File: config.mk
export PLATFORM = sky130hd
export DESIGN_NAME = slog_line_fetcher_flat
export DESIGN_NICKNAME = d
export VERILOG_FILES = /design/src/rtl/slog_pkg.sv /design/src/rtl/slog_line_fetcher_if.sv /design/src/rtl/slog_line_buf.sv /design/src/rtl/slog_line_fetcher.sv /design/src/flat_wrapper.sv
export SDC_FILE = /design/constraint.sdc
export NUM_CORES = 1
export LEC_CHECK = 0
export ABC_CLOCK_PERIOD_IN_PS = 8700
export BUFFER_PORTS_ARGS = -buffer_cell sky130_fd_sc_hd__buf_2
export CORE_MARGIN = 2
export CORE_UTILIZATION = 45
export CTS_CLUSTER_DIAMETER = 40
export CTS_CLUSTER_SIZE = 28
export DETAILED_ROUTE_END_ITERATION = 16
export GPL_TIMING_DRIVEN = 1
export MAX_ROUTING_LAYER = met4
export PLACE_DENSITY = 0.68
export SLEW_MARGIN = 25
export SYNTH_ARGS = -nofsm -noshare
export SYNTH_HDL_FRONTEND = slang
export SYNTH_SLANG_ARGS = --single-unit
File: constraint.sdc
create_clock -name Clk -period 8.7 [get_ports Clk]
set_clock_uncertainty 0.2 [all_clocks]
set_input_delay 1.305 -clock Clk [delete_from_list [all_inputs] [get_ports Clk]]
set_output_delay 1.305 -clock Clk [all_outputs]
set_load 0.02 [all_outputs]
File: src/rtl/slog_pkg.sv
`default_nettype none
// ============================================================================
//  Module      : slog_pkg
//  Description : Shared types and constants for the log sprite line fetcher.
//  Revision    : 1.0 - initial release
// ============================================================================
package slog_pkg;

    localparam int c_spr_w_default = 48;
    localparam int c_spr_h_default = 24;

    typedef enum logic [1:0] {
        ST_IDLE  = 2'd0,
        ST_FETCH = 2'd1,
        ST_DRAIN = 2'd2
    } slog_state_e;

    typedef logic [7:0] pal_idx_t;

    localparam pal_idx_t c_pal_transparent = 8'd0;

endpackage
`default_nettype wire

File: src/rtl/slog_line_fetcher_if.sv
`default_nettype none
// ============================================================================
//  Module      : slog_line_fetcher_if
//  Description : Sprite ROM read bus (column/row address out, palette data in).
//  Revision    : 1.0 - initial release
// ============================================================================
interface slog_line_fetcher_if;
    import slog_pkg::*;

    logic [5:0] rom_DX;
    logic [5:0] rom_DY;
    pal_idx_t   rom_data;

    modport master (output rom_DX, output rom_DY, input  rom_data);
    modport slave  (input  rom_DX, input  rom_DY, output rom_data);

endinterface
`default_nettype wire

File: src/rtl/slog_line_buf.sv
`default_nettype none
// ============================================================================
//  Module      : slog_line_buf
//  Description : One-row sprite buffer, synchronous write, asynchronous read.
//  Revision    : 1.0 - initial release
// ============================================================================
module slog_line_buf
    import slog_pkg::*;
#(
    parameter int DEPTH = c_spr_w_default
) (
    input  wire logic       Clk,
    input  wire logic       we,
    input  wire logic [5:0] waddr,
    input  wire pal_idx_t   wdata,
    input  wire logic [5:0] raddr,
    output pal_idx_t        rdata
);

    pal_idx_t r_mem [DEPTH];

    // Capture one ROM return per cycle
    always_ff @(posedge Clk) begin
        if (we) begin
            r_mem[waddr] <= wdata;
        end
    end

    // Out-of-range reads return transparent rather than X
    assign rdata = (raddr < 6'(DEPTH)) ? r_mem[raddr] : c_pal_transparent;

endmodule
`default_nettype wire

File: src/rtl/slog_line_fetcher.sv
`default_nettype none
// ============================================================================
//  Module      : slog_line_fetcher
//  Description : Fetches the next scanline's sprite row during hblank into a
//                line buffer and serves (optionally mirrored) pixels on display.
//  Revision    : 1.0 - initial release
// ============================================================================
module slog_line_fetcher
    import slog_pkg::*;
#(
    parameter int SPR_W   = c_spr_w_default,
    parameter int SPR_H   = c_spr_h_default,
    parameter int V_TOTAL = 525,
    parameter int ROM_LAT = 1
) (
    input  wire logic               Clk,
    input  wire logic               Reset,
    input  wire logic [9:0]         DrawX,
    input  wire logic [9:0]         DrawY,
    input  wire logic               line_start,
    input  wire logic [9:0]         LogX,
    input  wire logic [9:0]         LogY,
    input  wire logic               dir,
    slog_line_fetcher_if.master     rom,
    output pal_idx_t                pixel_idx,
    output logic                    pixel_valid,
    output logic                    busy
);

    localparam logic [1:0] c_idle  = ST_IDLE;
    localparam logic [1:0] c_fetch = ST_FETCH;
    localparam logic [1:0] c_drain = ST_DRAIN;

    logic [1:0]         r_state;
    logic [5:0]         r_cnt;
    logic [5:0]         r_row;
    logic [5:0]         r_dx_hold;
    logic [5:0]         r_dy_hold;
    logic [9:0]         r_logx;
    logic               r_dir;
    logic               r_row_hit;
    logic               r_row_hit_next;
    logic [ROM_LAT-1:0] r_pv;
    logic [5:0]         r_pa [ROM_LAT];
    pal_idx_t           r_pixel_idx;
    logic               r_pixel_valid;

    logic [9:0]         w_ny_inc;
    logic [9:0]         w_ny;
    logic [9:0]         w_r;
    logic               w_start_hit;
    logic               w_issue;
    logic               w_last_issue;
    logic               w_we;
    logic [5:0]         w_waddr;
    logic               w_last_write;
    logic [9:0]         w_c;
    logic               w_hit;
    logic [5:0]         w_col;
    pal_idx_t           w_rdata;

    // Row of the sprite needed on the next scanline (wraps at frame end)
    assign w_ny_inc    = DrawY + 10'd1;
    assign w_ny        = (w_ny_inc == 10'(V_TOTAL)) ? 10'd0 : w_ny_inc;
    assign w_r         = w_ny - LogY;
    assign w_start_hit = (w_r < 10'(SPR_H));

    assign w_issue      = (r_state == c_fetch);
    assign w_last_issue = w_issue && (r_cnt == 6'(SPR_W - 1));

    // A write landing on an abort or reset edge belongs to a dead fetch
    assign w_we         = r_pv[ROM_LAT-1] && !line_start && !Reset;
    assign w_waddr      = r_pa[ROM_LAT-1];
    assign w_last_write = w_we && (w_waddr == 6'(SPR_W - 1));

    // Address is live from the counter while fetching, held otherwise
    assign rom.rom_DX = w_issue ? r_cnt : r_dx_hold;
    assign rom.rom_DY = w_issue ? r_row : r_dy_hold;

    // Delay issued addresses by the ROM latency to pair them with returns
    generate
        for (genvar i = 0; i < ROM_LAT; i++) begin : g_pipe
            if (i == 0) begin : g_first
                // First stage samples the issue strobe and column
                always_ff @(posedge Clk) begin
                    if (Reset || line_start) begin
                        r_pv[0] <= 1'b0;
                    end else begin
                        r_pv[0] <= w_issue;
                    end
                    r_pa[0] <= r_cnt;
                end
            end else begin : g_rest
                // Later stages shift the strobe and column along
                always_ff @(posedge Clk) begin
                    if (Reset || line_start) begin
                        r_pv[i] <= 1'b0;
                    end else begin
                        r_pv[i] <= r_pv[i-1];
                    end
                    r_pa[i] <= r_pa[i-1];
                end
            end
        end
    endgenerate

    // Fetch sequencer: start/abort on line_start, issue SPR_W reads, drain
    always_ff @(posedge Clk) begin
        if (Reset) begin
            r_state        <= c_idle;
            r_cnt          <= 6'd0;
            r_row          <= 6'd0;
            r_dx_hold      <= 6'd0;
            r_dy_hold      <= 6'd0;
            r_logx         <= 10'd0;
            r_dir          <= 1'b0;
            r_row_hit      <= 1'b0;
            r_row_hit_next <= 1'b0;
        end else begin
            if (w_issue) begin
                r_dx_hold <= r_cnt;
                r_dy_hold <= r_row;
            end
            if (line_start) begin
                if (w_start_hit) begin
                    r_row          <= w_r[5:0];
                    r_logx         <= LogX;
                    r_dir          <= dir;
                    r_cnt          <= 6'd0;
                    r_row_hit_next <= 1'b1;
                    r_state        <= c_fetch;
                end else begin
                    r_row_hit_next <= 1'b0;
                    r_row_hit      <= 1'b0;
                    r_state        <= c_idle;
                end
            end else begin
                if (w_last_write) begin
                    r_row_hit <= r_row_hit_next;
                end
                case (r_state)
                    c_fetch: begin
                        r_cnt <= r_cnt + 6'd1;
                        if (w_last_issue) begin
                            r_state <= c_drain;
                        end
                    end
                    c_drain: begin
                        if (w_last_write) begin
                            r_state <= c_idle;
                        end
                    end
                    default: r_state <= c_idle;
                endcase
            end
        end
    end

    slog_line_buf #(
        .DEPTH (SPR_W)
    ) u_buf (
        .Clk   (Clk),
        .we    (w_we),
        .waddr (w_waddr),
        .wdata (rom.rom_data),
        .raddr (w_col),
        .rdata (w_rdata)
    );

    // Column within the log; 10-bit wrap clips logs hanging off the left edge
    assign w_c   = DrawX - r_logx;
    assign w_hit = r_row_hit && (w_c < 10'(SPR_W));
    assign w_col = r_dir ? (6'(SPR_W - 1) - w_c[5:0]) : w_c[5:0];

    // Registered pixel output, one cycle behind DrawX
    always_ff @(posedge Clk) begin
        if (Reset) begin
            r_pixel_idx   <= c_pal_transparent;
            r_pixel_valid <= 1'b0;
        end else begin
            r_pixel_idx   <= w_hit ? w_rdata : c_pal_transparent;
            r_pixel_valid <= w_hit && (w_rdata != c_pal_transparent);
        end
    end

    assign pixel_idx   = r_pixel_idx;
    assign pixel_valid = r_pixel_valid;
    assign busy        = (r_state != c_idle);

endmodule
`default_nettype wire

File: src/flat_wrapper.sv
// flat-port wrapper written by rule: the top's interface ports become plain ports
module slog_line_fetcher_flat import slog_pkg::*;
#(
    parameter int SPR_W   = c_spr_w_default,
    parameter int SPR_H   = c_spr_h_default,
    parameter int V_TOTAL = 525,
    parameter int ROM_LAT = 1
)
  (Clk, Reset, DrawX, DrawY, line_start, LogX, LogY, dir, pixel_idx, pixel_valid, busy, rom_rom_DX, rom_rom_DY, rom_rom_data);
  slog_line_fetcher_if rom_i ();
  input  wire logic Clk;
  input  wire logic Reset;
  input  wire logic [9:0] DrawX;
  input  wire logic [9:0] DrawY;
  input  wire logic line_start;
  input  wire logic [9:0] LogX;
  input  wire logic [9:0] LogY;
  input  wire logic dir;
  output pal_idx_t pixel_idx;
  output logic pixel_valid;
  output logic busy;
  output wire logic [$bits(rom_i.rom_DX)-1:0] rom_rom_DX;
  output wire logic [$bits(rom_i.rom_DY)-1:0] rom_rom_DY;
  input wire logic [$bits(rom_i.rom_data)-1:0] rom_rom_data;
  assign rom_rom_DX = rom_i.rom_DX;
  assign rom_rom_DY = rom_i.rom_DY;
  assign rom_i.rom_data = rom_rom_data;
  slog_line_fetcher #(.SPR_W(SPR_W), .SPR_H(SPR_H), .V_TOTAL(V_TOTAL), .ROM_LAT(ROM_LAT)) u_core (.Clk(Clk), .Reset(Reset), .DrawX(DrawX), .DrawY(DrawY), .line_start(line_start), .LogX(LogX), .LogY(LogY), .dir(dir), .rom(rom_i), .pixel_idx(pixel_idx), .pixel_valid(pixel_valid), .busy(busy));
endmodule
* Yosys cells after proc, flatten, opt, wreduce, memory -nomap -nowiden
Memories as Yosys holds them, arrays and structs flattened.
Index checks and enable logic that the tools add are counted.
** Operators by class
- Add/sub/neg operators :: 5
- Order comparisons :: 3
- Eq/ne operators :: 9
- Mux-type cells :: 19
- Bitwise operators :: 1
- Reduce and logical (&&, ||, !) cells :: 18
** Operators by type and width (number)
- 6-bit 2-to-1 mux :: 6
- 10-bit subtractor :: 2
- 6-bit == test (second input constant) :: 2
- 10-bit by 1-bit adder with 10-bit output (second input constant) :: 1
- 10-bit == test (second input constant) :: 1
- 10-bit by 5-bit < comparator with 1-bit output (second input constant) :: 1
- 10-bit by 6-bit < comparator with 1-bit output (second input constant) :: 1
- 10-bit 2-to-1 mux :: 1
- 8-bit 2-to-1 mux :: 1
- 2-bit AND reduction :: 4
- 8-bit nonzero test :: 1
- 1-bit 2-to-1 mux :: 7
- 6-bit by 1-bit adder with 6-bit output (second input constant) :: 1
- 1-bit logical AND :: 6
- 6-bit < comparator (second input constant) :: 1
- 2-bit 2-to-1 mux :: 3
- 2-bit nonzero test :: 3
- 6-bit subtractor (first input constant) :: 1
- 2-bit one-hot mux with 2 select lines :: 1
- 3-bit by 2-bit != test with 1-bit output (second input constant) :: 1
- 3-bit != test (second input constant) :: 1
- 2-bit by 1-bit == test with 1-bit output (second input constant) :: 1
- 2-bit == test (second input constant) :: 1
- 1-bit zero test :: 2
- 5 further kinds :: 5
** Word-level totals
- Bits in registers :: 49
- Bits in writable memories :: 390
- Memories kept :: 2
** Memories
- u_core.u_buf.r_mem :: words 48, bits a word 8, rd ports 1, clocked after memory_dff 0, write ports 1, line slog_line_buf.sv:20 : pal_idx_t r_mem [DEPTH];
- u_core.r_pa :: words 1, bits a word 6, rd ports 1, clocked after memory_dff 0, write ports 1, line slog_line_fetcher.sv:44 : logic [5:0] r_pa [ROM_LAT];

* Logic depth before layout (Yosys ltp)
Gate-level depths: netlist (run 1).
- Depth after elaboration :: 7
- Mapped depth :: 19
- Mapped depth without buffers :: 16

* Modules after synthesis
From an unflattened synthesis (run 1), not the netlist that was laid out.
** Unflattened totals
- Cell total of the unflattened synthesis :: 1094
- Area total of the unflattened synthesis :: 18385.1 um^2
** Modules (own cells, without submodules)
- slog_line_buf :: times used 1, cells an instance 711, area each 15114.5 um^2, seq. area each 11531.1 um^2
- slog_line_fetcher :: times used 1, cells an instance 383, area each 3270.6 um^2, seq. area each 1101.1 um^2

* Worst setup path before layout (run 1)
OpenSTA, ideal clock, no wires.
- Path kind :: input to register
- Start :: input port DrawY[0]
- End :: register u_core.r_row[0]
- Data arrival time :: 4999 ps
- Slack :: 3385 ps
- Stages :: 18
- Cell sequence :: and2_1 clkbuf_1 nand4_4 nor4b_4 o221a_4 or2_2 ha_1 fa_1 nor2b_1 o21a_1 o21ai_0 a22oi_1 xor2_1 or4_1 a211o_1 buf_6 clkbuf_1 a31o_2
** Between the ends
- Word-level cells in the longest chain between the ends :: 6
** Ends and longest elaborated chain
- start: declaration :: line flat_wrapper.sv:14 : input wire logic [9:0] DrawY;
- 10-bit by 1-bit adder with 10-bit output (*) :: line slog_line_fetcher.sv:63 : assign w_ny_inc = DrawY + 10'd1;
- 10-bit == test :: line slog_line_fetcher.sv:64 : assign w_ny = (w_ny_inc == 10'(V_TOTAL)) ? 10'd0 : w_ny_inc;
- 10-bit 2-to-1 mux (*) :: line slog_line_fetcher.sv:64
- 10-bit subtractor (*) :: line slog_line_fetcher.sv:65 : assign w_r = w_ny - LogY;
- 10-bit by 5-bit < comparator with 1-bit output :: line slog_line_fetcher.sv:66 : assign w_start_hit = (w_r < 10'(SPR_H));
- 2-bit AND reduction (no source line)
- end signal: assignment :: line slog_line_fetcher.sv:126 : r_row <= w_r[5:0];
- end: declaration :: line slog_line_fetcher.sv:36 : logic [5:0] r_row;
Mark *: on every way between the ends. The rest lies on a longest branch, timed or not.
A chain may end at the register's enable or synchronous reset.

* Worst setup path after layout (run 1)
- Start :: input port DrawY[3]
- End :: register u_core.r_row[4]
Same word-level chain as after synthesis.

==> results of run 1 <==
[state kept, by name (all words and copies together) (netlist names), 2 cells and up]
signal              cells
u_core.r_pa             6
u_core.u_buf.r_mem    384
u_core.r_state          2
u_core.r_dx_hold        6
u_core.r_cnt            6
u_core.r_logx          10
u_core.r_row            6
u_core.pixel_idx        8
u_core.r_dy_hold        6
[cell families (layout without fill, tap and decap cells)]
| group | after synthesis | after routing |
|---|---|---|
| AOI/OAI and AO/OA | 104 | 104 |
| xor gates and xnor gates | 27 | 27 |
| adders and majority gates | 24 | 24 |
| buffers and inverters | 88 | 202 |
| DFF | 439 | 439 |
| muxes | 193 | 193 |
| other | 0 | 1 |
| and+or+nand+nor | 231 | 231 |
[worst min path at each step]
stage                    start           endpoint  depth (start not counted)
2_1_floorplan  u_core.r_cnt[5]  u_core.r_pa[0][5]                          0
3_3_place_gp   u_core.r_cnt[5]  u_core.r_pa[0][5]                          0
3_5_place_dp   u_core.r_cnt[5]  u_core.r_pa[0][5]                          0
4_1_cts        u_core.r_cnt[5]  u_core.r_pa[0][5]                          0
5_1_grt        u_core.r_cnt[5]  u_core.r_pa[0][5]                          0
6_report       u_core.r_cnt[5]  u_core.r_pa[0][5]                          0
[final cells by class]
cell class,instances,area (sq um),area share (%)
Multi-Input combinational cell,579,6150,28.5
Antenna cell,1,2.50,0.0116
Timing Repair Buffer,87,474,2.20
Inverter,34,128,0.591
Clock inverter,27,300,1.39
Tap cell,539,674,3.13
Clock buffer,54,1210,5.62
Sequential cell,439,12600,58.5
[metrics by stage]
step / cell area (sq um) / std cells / worst slack, ns / hold slack (ns) / power [mW]
global route: 21600 / 1760 / 2.95 / 0.218 / 4.78
CTS: 21600 / 1759 / 3.17 / 0.215 / 4.67
floorplan: 19100 / 1106 / 3.38 / 0.173 / 2.62
finish: 21600 / 1760 / 3.22 / 0.222 / 4.63
detailed placement: 20100 / 1678 / 2.65 / 0.208 / 2.75
global placement: 20100 / 1678 / 2.67 / 0.206 / 2.75
[per-layer routing]
layer | vias to the layer above | share of wire [%] | track usage [%]
met4 | 0 | 2.9 | 6.58
met3 | 85 | 5.9 | 2.36
met2 | 355 | 51 | 32.1
li1 | 4594 | - | -
met1 | 5302 | 40 | 24.7
met5 | - | 0 | -
[report_power, final]
part / internal [mW] / switching, mW / total (mW) / leakage [nW]
combinational: 0.183 / 0.233 / 0.416 / 2.59
sequential: 2.29 / 0.00119 / 2.29 / 3.89
clock: 1.07 / 0.857 / 1.93 / 0.732
[synth_stat cells, drive strengths merged (5+ instances only)]
cell type	count	share of area, %
nor3	12	0.31
mux2i	33	1.7
nand4	8	0.34
a21oi	19	0.50
inv	34	0.67
dfxtp	55	5.8
nand2	35	0.69
and2	24	0.79
o21ai	11	0.29
xor2	12	0.59
a211oi	20	0.81
mux4	132	16
a31oi	5	0.16
xnor2	15	0.73
a2111oi	6	0.28
buf	25	0.64
edfxtp	384	60
nand3	8	0.21
nor4b	5	0.31
clkbuf	29	0.58
mux2	28	1.7
nor2	97	1.9
ha	22	1.4
nor2b	13	0.43
a211o	5	0.23
o22ai	14	0.46
[worst register-to-register path, delay by kind of cell, from the launching register on]
kind | cells | cell delay, ns
AO/OA/AOI/OAI | 6 | 1.31
AND/OR/NAND/NOR | 3 | 1.16
adder cells (fa/ha/maj) | 3 | 0.95
buffers and inverters | 3 | 0.53
flip-flops | 1 | 0.39
XOR/XNOR | 1 | 0.30
==> impl_results.md, run 1 <==
* Status: complete, no violations
* Tcrit/Tclk final at 63.0%
* Worst EP arrival at 5.75 ns
* Mux contribution to synthesized area at 19.0%
* Vias in the first global route at 10500
* Number of synthesized flops with an enable pin at 384
* Clock Path Buffers at 3
* Die Y at 210 um
* Final setup violation count at 0
* Nets at 1263
* Clock root buffer: clkbuf_16
* CP Launch Type: input pin
* Pwr Density at 215 nW/um^2
* Worst path depth at 17
* Grt total ovfl at 0
* Post-route ant nets at 0
* Number of max-cap violations at 0
* Detailed Routing Iterations Pass 1 at 5
* Setup_tns at 0 ns
* CTS buffer count at 46
* Largest family of logic cells by synthesized area: multiplexers
* Bufs and invs on worst path at 1
* Post-route core utilization at 51.6%
* Post_cts resized at 0
* Skew-Pair Late Insertion Delay at 0.56 ns
* Hold WC Path Type: reg2reg
* Max Clock Freq at 0.183 GHz
* Critical path's slowest cell: a211o_1
* Port bufs at 73
* Site Rows at 75
* Syn. warnings at 0
* Max Fanout on Critical Path at 25
* Pleak at 7.22 nW
* Commonest cells after routing, fill and taps aside: edfxtp_1, mux4_2, nor2_1, buf_2, dfxtp_1
* Worst-path cell chain: buf_2 > and3_1 > nand4_4 > nor4b_4 > o221a_4 > or2_2 > ha_1 > fa_1 > nor2b_1 > o21a_1 > o21ai_0 > a22oi_1 > xor2_1 > or4_1 > a211o_1 > or3b_1 > a21oi_1
* GRT Total Usage at 19.3%
* Final Hold Viols at 0
* Reg-to-Reg Start: u_core.r_logx[0]
* Post-Synthesis Cells at 1106
* Worst slew pin tran at 1.07 ns
* Xor and xnor area share after synthesis at 1.32%
* RSZ-0062 raised after global routing: no
* Crit path kind: in2reg
* Die area at 44100 sq um
* Crit path time final at 5.48 ns
* Die X at 210 um
* Sequential area share after synthesis at 66.2%
* Worst VDD drop at 180 uV
* # hold bufs at CTS at 0
* First-pass GRT wire length at 61800 um
* Endpoint class of the critical path: flop
* Syn avg cell area at 17.2 sq um
* Post-synthesis cell area at 19100 sq um
* Initial antenna violation count at 1
* CTS clock-pin slew for the worst setup and hold paths at 0.07 ns
* Worst Reg-to-Reg Cells at 16
* Layout cells sized above 1 at 27.8%
* Slew headroom at 28.6%
* Postcts setup bufs at 0
* CTS tree: yes
* Crit path required time at 8.97 ns
* Final WL at 40600 um
* Syn nets at 1182
* DP HPWL at 25600 um
* Synth cell types at 64
* Fill count at 3346
* Drc violations at 0
* Crit path to: u_core.r_row[4]
* Ys flop type: edfxtp_1
* Vias/cell at 5.87
* Iter 0 DRT Violations at 780
* Core Area at 41900 sq um
* Cell family with most CP delay: simple AND/OR/NAND/NOR gates
* Synthesis-stage register bit count at 439
* Slew Viols, Final at 0
* Reg-to-reg endpoint: u_core.pixel_valid
* Async S/R FF share, synth at 0%
* Synth Area in Compound Gates at 3.87%
* Commonest non-fill, non-tap cell in the layout: edfxtp_1
* Initial Util at 45.6%
* CTS HTree Levels at 2
* Critical Path Start: DrawY[3]
* Vias at 10300
* Post-synthesis adder-cell area fraction at 1.65%
* Clock sink total at 439
* Top-level port count at 74
* Area Growth Syn to Fin at 13.1%
* Worst R2R Setup Slack at 3.81 ns
* Largest net degree at the start of global routing at 65
* Crit-path max cell delay at 0.63 ns
* GP Congestion at 0.836
* Synth Area in Simple Gates at 6.09%
* Wire per inst at 23.1 um
Note: power is estimated with default switching activity, not from simulation.
==> inputs of run 2 (changes only) <==
ABC_CLOCK_PERIOD_IN_PS = 5680   (was 8700)
clock period = 5.68 ns   (was 8.7 ns; I/O delays follow)
==> run 2 against run 1 <==
Effect of this change:
- sequential share of layout area fell by 0.66 points
- sequential power is 53% higher
- routed wire length is 0.42% higher
- cell area is 1.1% higher
- flip-flop and latch count stayed put
- clock-buffer cell count unchanged
- clock power is 66% higher
- critical path depth is 1 higher
- global-route usage about the same
- via count rose by 0.74%
- die area did not move
- highest routed layer unchanged
==> impl_results.md, run 2 (synthesis results as in run 1) <==
* Crit path kind: in2reg (unchanged)
* Clock root buffer: clkbuf_16 (unchanged)
* Worst EP arrival at 4.88 ns (was 5.75 ns)
* Commonest non-fill, non-tap cell in the layout: edfxtp_1 (unchanged)
* First-pass GRT wire length at 61900 um (was 61800 um)
* Site Rows at 75 (unchanged)
* Inst Count DP at 1684 (was 1678)
* Placement Cell Area at 20100 sq um (about the same)
* Number of max-cap violations at 0 (unchanged)
* Final Non-Filler Cells at 1775 (was 1760)
* Top-level port count at 74 (unchanged)
* Die Y at 210 um (unchanged)
* Tcrit/Tclk final at 82.0%
* Diode count at 0 (was 1)
* # hold bufs at CTS at 0 (unchanged)
* Crit path to: u_core.r_logx[1] (was u_core.r_row[4])
* Setup WS pre-CTS at 0.440 ns (was 2.65 ns)
* CTS HTree Levels at 2 (unchanged)
* Final WL at 40800 um (was 40600 um)
* Max Clock Freq at 0.215 GHz
* Final setup violation count at 0 (unchanged)
* Largest net degree at the start of global routing at 65 (unchanged)
* RSZ-0062 raised after global routing: no (unchanged)
* CTS tree: yes (unchanged)
* Crit path time final at 4.66 ns
* Post_cts resized at 0 (unchanged)
* Area Growth Syn to Fin at 14.4% (was 13.1%)
* Vias/cell at 5.87 (about the same)
* GRT Total Usage at 19.3% (about the same)
* Pwr Density at 338 nW/um^2 (was 215 nW/um^2)
* Top reg by flops: u_core.u_buf.r_mem (unchanged)
* Layout cells sized above 1 at 28.9% (was 27.8%)
* Initial antenna violation count at 0 (was 1)
* Detailed Routing Iterations Pass 1 at 5 (unchanged)
* Initial Util at 45.6% (unchanged)
* Total power at 7.37 mW (was 4.63 mW)
* Slew headroom at 32.4% (was 28.6%)
* CP Launch Type: input pin (unchanged)
* Final Hold Viols at 0 (unchanged)
* Worst Reg-to-Reg Cells at 17 (was 16)
* CTS clock-pin slew for the worst setup and hold paths at 0.06 ns (was 0.07 ns)
* Postcts setup bufs at 0 (unchanged)
* Post-route ant nets at 0 (unchanged)
* Drc violations at 0 (unchanged)
* Hold WC Path Type: reg2reg (unchanged)
* Status: complete, no violations (unchanged)
* Vias in the first global route at 10500 (about the same)
* Iter 0 DRT Violations at 978 (was 780)
* Max reg flops at 384 (unchanged)
* GP Congestion at 0.836 (about the same)
* Setup_tns at 0 ns (unchanged)
* Worst slew pin tran at 1.01 ns (was 1.07 ns)
* Port bufs at 73 (unchanged)
* Slew Viols, Final at 0 (unchanged)
* Vias at 10400 (was 10300)
* Commonest cells after routing, fill and taps aside: edfxtp_1, mux4_2, nor2_1, buf_2, dfxtp_1 (unchanged)
* DP HPWL at 26200 um (was 25600 um)
* Worst R2R Setup Slack at 1.47 ns (was 3.81 ns)
* Critical Path Start: DrawY[3] (unchanged)
* Crit path required time at 5.91 ns (was 8.97 ns)
* Nets at 1272 (was 1263)
* Worst VDD drop at 269 uV (was 180 uV)
* Final Cell Area at 21800 sq um (was 21600 sq um)
* Reg-to-Reg Start: u_core.r_logx[0] (unchanged)
* Pleak at 7.33 nW (was 7.22 nW)
* Skew-Pair Late Insertion Delay at 0.58 ns (was 0.56 ns)
* Grt total ovfl at 0 (unchanged)
* Die X at 210 um (unchanged)
* Max Fanout on Critical Path at 18 (was 25)
* CTS buffer count at 49 (was 46)
* Wire per inst at 23.0 um (was 23.1 um)
* Clock Path Buffers at 3 (unchanged)
* Clock sink total at 439 (unchanged)
* Endpoint class of the critical path: flop (unchanged)
* Final worst slack at 1.02 ns (was 3.22 ns)
* Reg-to-reg endpoint: u_core.pixel_valid (unchanged)
* Die area at 44100 sq um (unchanged)
* Core Area at 41900 sq um (unchanged)
==> run 2: cell count changes in the layout (fill, tap and decap cells not counted), sizes merged <==
cell      change
buf           +6
clkinv        +6
clkinvlp      +4
bufinv        +2
inv           -2
diode         -1
==> run 2: routing by layer <==
| metal | global-route usage [%] | wire length [um] | vias to the layer above |
|---|---|---|---|
| li1 | - | - | 4613 |
| met4 | 7.24 | 1230 | 0 |
| met2 | 30.8 | 20400 | 314 |
| met3 | 3.07 | 2260 | 69 |
| met5 | - | 0 | - |
| met1 | 25.2 | 16900 | 5417 |
==> run 2: worst min-delay path by stage <==
stage / start / endpoint / slack (ns) / depth (start not counted)
2_1_floorplan: u_core.r_cnt[5] / u_core.r_pa[0][5] / 0.17 / 0
3_3_place_gp: u_core.r_cnt[5] / u_core.r_pa[0][5] / 0.20 / 0
3_5_place_dp: u_core.r_cnt[5] / u_core.r_pa[0][5] / 0.21 / 0
4_1_cts: u_core.r_cnt[5] / u_core.r_pa[0][5] / 0.21 / 0
5_1_grt: u_core.r_cnt[5] / u_core.r_pa[0][5] / 0.22 / 0
6_report: u_core.r_cnt[5] / u_core.r_pa[0][5] / 0.21 / 0
==> run 2: per-stage QoR <==
stage | util (%) | hold slack [ns]
after floorplan | - | 0.173
after global placement | 48.1 | 0.199
after detailed placement | 48.1 | 0.206
after CTS | 52.1 | 0.208
after global routing | 52.1 | 0.221
final | 52.1 | 0.207
==> run 2: final cells by class <==
cell class	instances	area, sq um
Fill cell	3353	20000
Clock inverter	37	419
Tap cell	539	674
Timing Repair Buffer	93	553
Inverter	34	128
Clock buffer	54	1270
Sequential cell	439	12600
Multi-Input combinational cell	579	6150
==> run 2: critical path, stage by stage <==
cell and delay (ns):
buf_2 0.14, and3_1 0.32, nand4_4 0.15, nor4b_4 0.16
o221a_4 0.25, or2_2 0.28, ha_1 0.21, fa_1 0.43
nor2b_1 0.12, o21a_1 0.15, o21ai_0 0.14, a22oi_1 0.22
xor2_1 0.09, or4_1 0.53, a211o_1 0.34, buf_4 0.26
mux2i_1 0.18, nor2_1 0.05
==> run 2: power by group <==
group          switching (mW)  internal, mW  total, mW  leakage, nW
sequential            0.00245          3.50       3.51         3.89
clock                    1.39          1.82       3.21        0.806
combinational           0.366         0.287      0.654         2.63
==> inputs of run 3 (changes only) <==
ABC_AREA = 1   (was unset)
ABC_CLOCK_PERIOD_IN_PS = 4600   (was 5680)
clock period = 4.6 ns   (was 5.68 ns; I/O delays follow)
==> run 3 against run 2 <==
Effect of this change:
- via count grew 31%
- hold slack lost 0.058 ns
- register-to-register slack lost 0.46 ns
- sequential share of layout area shrank 0.77 points
- synthesized cell count grew 73%
- synthesized area grew 1.1%
- critical endpoint is now u_core.r_logx[8]
==> impl_results.md, run 3 <==
* Synth area leader: edfxtp_1 (unchanged)
* Final WL at 48500 um (was 40800 um)
* Post-synthesis adder-cell area fraction at 1.64% (was 1.65%)
* Wire per inst at 18.9 um (was 23.0 um)
* Top-level port count at 74 (unchanged)
* GP Congestion at 0.877 (was 0.836)
* Crit path kind: in2reg (unchanged)
* Endpoint class of the critical path: flop (unchanged)
* Sequential power share at 45.4% (was 47.6%)
* Sw Share at 24.8% (was 23.9%)
* Tcrit/Tclk final at 83.7%
* Die Y at 211 um (was 210 um)
* Syn. warnings at 0 (unchanged)
* Slew Viols, Final at 0 (unchanged)
* Xor and xnor area share after synthesis at 0.746% (was 1.32%)
* Clk pwr share at 45.2% (was 43.5%)
* DP HPWL at 29500 um (was 26200 um)
* Max reg flops at 384 (unchanged)
* Setup_tns at 0 ns (unchanged)
* Nets at 2059 (was 1272)
* Commonest cells after routing, fill and taps aside: nand2_1, edfxtp_1, nand3_1, inv_1, nor2_1 (was edfxtp_1, mux4_2, nor2_1, buf_2, dfxtp_1)
* Post-Synthesis Cells at 1918 (was 1106)
* Vias in the first global route at 13400 (was 10500)
* Setup WS pre-CTS at 0.233 ns (was 0.440 ns)
* Iter 0 DRT Violations at 1343 (was 978)
* CTS clock-pin slew for the worst setup and hold paths at 0.06 ns (about the same)
* Bufs and invs on worst path at 4 (was 2)
* Final worst slack at 0.748 ns (was 1.02 ns)
* Worst EP arrival at 4.17 ns (was 4.88 ns)
* Diode count at 0 (unchanged)
* Mux contribution to synthesized area at 0% (was 19.0%)
* Worst VDD drop at 335 uV (was 269 uV)
* Critical Path Start: DrawY[0] (was DrawY[3])
* Final setup violation count at 0 (unchanged)
* Drc violations at 0 (unchanged)
* Top cells by area in the synthesized netlist: edfxtp_1, nand2_1, nand3_1 (was edfxtp_1, mux4_2, dfxtp_1)
* Layout cells sized above 1 at 10.8% (was 28.9%)
* Final Cell Area at 22100 sq um (was 21800 sq um)
* Worst slew pin tran at 1.07 ns (was 1.01 ns)
* Clock sink total at 439 (unchanged)
* Slew headroom at 28.8% (was 32.4%)
* Number of max-cap violations at 0 (unchanged)
* Post-synthesis cell area at 19300 sq um (was 19100 sq um)
* Clock root buffer: clkbuf_16 (unchanged)
* Syn avg cell area at 10.1 sq um (was 17.2 sq um)
* RSZ-0062 raised after global routing: no (unchanged)
* Die area at 44500 sq um (was 44100 sq um)
* Commonest non-fill, non-tap cell in the layout: nand2_1 (was edfxtp_1)
* Worst-path cell chain: buf_2 > ha_1 > nand2_1 > inv_1 > nand3_1 > nand2_1 > nand3_1 > inv_1 > nand3_2 > nand2_1 > ha_1 > fa_1 > nand3b_1 > nand2_1 > xnor2_1 > nor2_1 > nor2_1 > nand4_1 > nor2_1 > nand3_4 > inv_4 > nand2_1 > a21oi_1 (was buf_2 > and3_1 > nand4_4 > nor4b_4 > o221a_4 > or2_2 > ha_1 > fa_1 > nor2b_1 > o21a_1 > o21ai_0 > a22oi_1 > xor2_1 > or4_1 > a211o_1 > buf_4 > mux2i_1 > nor2_1)
* CP Launch Type: input pin (unchanged)
* Ys flop type: edfxtp_1 (unchanged)
* Synth Area in Compound Gates at 3.15% (was 3.87%)
* CTS HTree Levels at 2 (unchanged)
* Site Rows at 75 (unchanged)
* Hold WC Path Type: in2reg (was reg2reg)
* Placement Cell Area at 20200 sq um (was 20100 sq um)
* Grt total ovfl at 0 (unchanged)
* Crit path required time at 4.92 ns (was 5.91 ns)
* Top reg by flops: u_core.u_buf.r_mem (unchanged)
* Synthesis-stage register bit count at 439 (unchanged)
* Clock Path Buffers at 3 (unchanged)
* Min-delay src: LogX[9] (was u_core.r_cnt[5])
* Sequential area share after synthesis at 65.5% (was 66.2%)
* Largest net degree at the start of global routing at 65 (unchanged)
* Vias/cell at 5.32 (was 5.87)
* CTS buffer count at 53 (was 49)
* Pwr Density at 432 nW/um^2 (was 338 nW/um^2)
* Largest family of logic cells by synthesized area: simple AND/OR/NAND/NOR gates (was multiplexers)
* Vias at 13600 (was 10400)
* Final Hold Viols at 0 (unchanged)
* Critical path's slowest cell: fa_1 (was or4_1)
* Initial antenna violation count at 0 (unchanged)
* Postcts setup bufs at 0 (unchanged)
* Number of synthesized flops with an enable pin at 384 (unchanged)
* Initial Util at 45.8% (was 45.6%)
* Logic pwr share at 9.4% (was 8.9%)
* Cell family with most CP delay: simple AND/OR/NAND/NOR gates (unchanged)
* Crit path time final at 3.85 ns
* Top-area cell type share of the netlist area at 59.8% (was 60.4%)
* GRT Total Usage at 22.5% (was 19.3%)
* Reg-to-Reg Start: u_core.r_logx[0] (unchanged)
* Post_cts resized at 0 (unchanged)
* Post-route ant nets at 0 (unchanged)
* Status: complete, no violations (unchanged)
* Count leader, synth: nand2_1 (was edfxtp_1)
* Max Clock Freq at 0.260 GHz
* Synth Area in Simple Gates at 24.0% (was 6.09%)
* Die X at 211 um (was 210 um)
* Max Fanout on Critical Path at 25 (was 18)
* Synth cell types at 41 (was 64)
* First-pass GRT wire length at 74400 um (was 61900 um)
* Port bufs at 73 (unchanged)
* Syn nets at 1994 (was 1182)
* CTS tree: yes (unchanged)
* Area Growth Syn to Fin at 14.7% (was 14.4%)
* Core Area at 42100 sq um (was 41900 sq um)
* Pleak at 8.85 nW (was 7.33 nW)
* Fin Hold WS at 0.150 ns (was 0.207 ns)
* Crit-path max cell delay at 0.44 ns (was 0.53 ns)
* # hold bufs at CTS at 0 (unchanged)
* Internal power at 7.18 mW (was 5.61 mW)
* Detailed Routing Iterations Pass 1 at 6 (was 5)
* Async S/R FF share, synth at 0% (unchanged)
* Worst R2R Setup Slack at 1.01 ns (was 1.47 ns)
* Skew-Pair Late Insertion Delay at 0.59 ns (was 0.58 ns)
* Worst path most repeated cell: nand2_1
* Net Switching at 2.37 mW (was 1.76 mW)
* Most frequent cells after synthesis: nand2_1, edfxtp_1, nand3_1 (was edfxtp_1, mux4_2, nor2_1)
==> run 3: changes by cell type in the layout (fill, tap and decap cells not counted), moves of 11 or more <==
cell	delta
mux2_2	-28
and2_1	-22
inv_1	+96
nand2_1	+645
o22ai_1	-14
mux4_2	-132
nand3_1	+292
a21oi_1	+41
or2_2	+11
nor2b_1	-13
o21ai_0	+14
a211oi_1	-19
mux2i_1	-33
==> run 3: layout make-up <==
| cell class | count | area (sq um) |
|---|---|---|
| clock buffers | 68 | 1530 |
| clock inverters | 30 | 334 |
| fillers | 3649 | 20000 |
| inverters | 136 | 515 |
| multi-input cells | 1257 | 5760 |
| flip-flops and latches | 439 | 12600 |
| well taps | 539 | 674 |
| repair buffers | 96 | 676 |
==> run 3: power by group through the flow <==
stage / Combinational (mW) / Clock, mW / Sequential (mW)
2_1_floorplan: 0.559 / 0 / 4.42
3_3_place_gp: 0.872 / 0 / 4.42
3_5_place_dp: 0.883 / 0 / 4.42
4_1_cts: 0.889 / 4.37 / 4.34
5_1_grt: 0.990 / 4.52 / 4.33
6_report: 0.897 / 4.32 / 4.33
==> run 3: per-stage QoR <==
stage | std cells | utilization [%] | power [mW]
5_1_grt | 2565 | 52.5 | 9.84
3_3_place_gp | 2466 | 48.0 | 5.29
2_1_floorplan | 1918 | - | 4.98
3_5_place_dp | 2466 | 48.0 | 5.30
4_1_cts | 2564 | 52.4 | 9.60
6_report | 2565 | 52.5 | 9.55
==> run 3: metal layers <==
| layer | up-vias | GRT usage (%) | share of wire (%) |
|---|---|---|---|
| li1 | 6590 | - | - |
| met1 | 6492 | 28.4 | 42 |
| met2 | 460 | 36.6 | 48 |
| met3 | 99 | 4.03 | 6.9 |
| met4 | 0 | 7.89 | 2.7 |
| met5 | - | - | 0 |
==> run 3: logic make-up after synthesis <==
kind of cell             count (synthesis)
AND/OR/NAND/NOR                       1109
flip-flops                             439
buffers and inverters                  222
AO/OA/AOI/OAI                          111
adder cells (fa/ha/maj)                 24
XOR/XNOR                                13
==> run 3: tightest hold or removal path, cell delays in order <==
cell and delay (ns):
buf_2 0.10, nand2_1 0.05, a21oi_1 0.05
==> run 3: path summary, 6_finish.rpt <==
path	to	cells past startpoint
min	u_core.r_logx[9]	3
min reg2reg	u_core.r_pa[0][0]	0
max	u_core.r_logx[8]	23
max reg2reg	u_core.pixel_valid	17
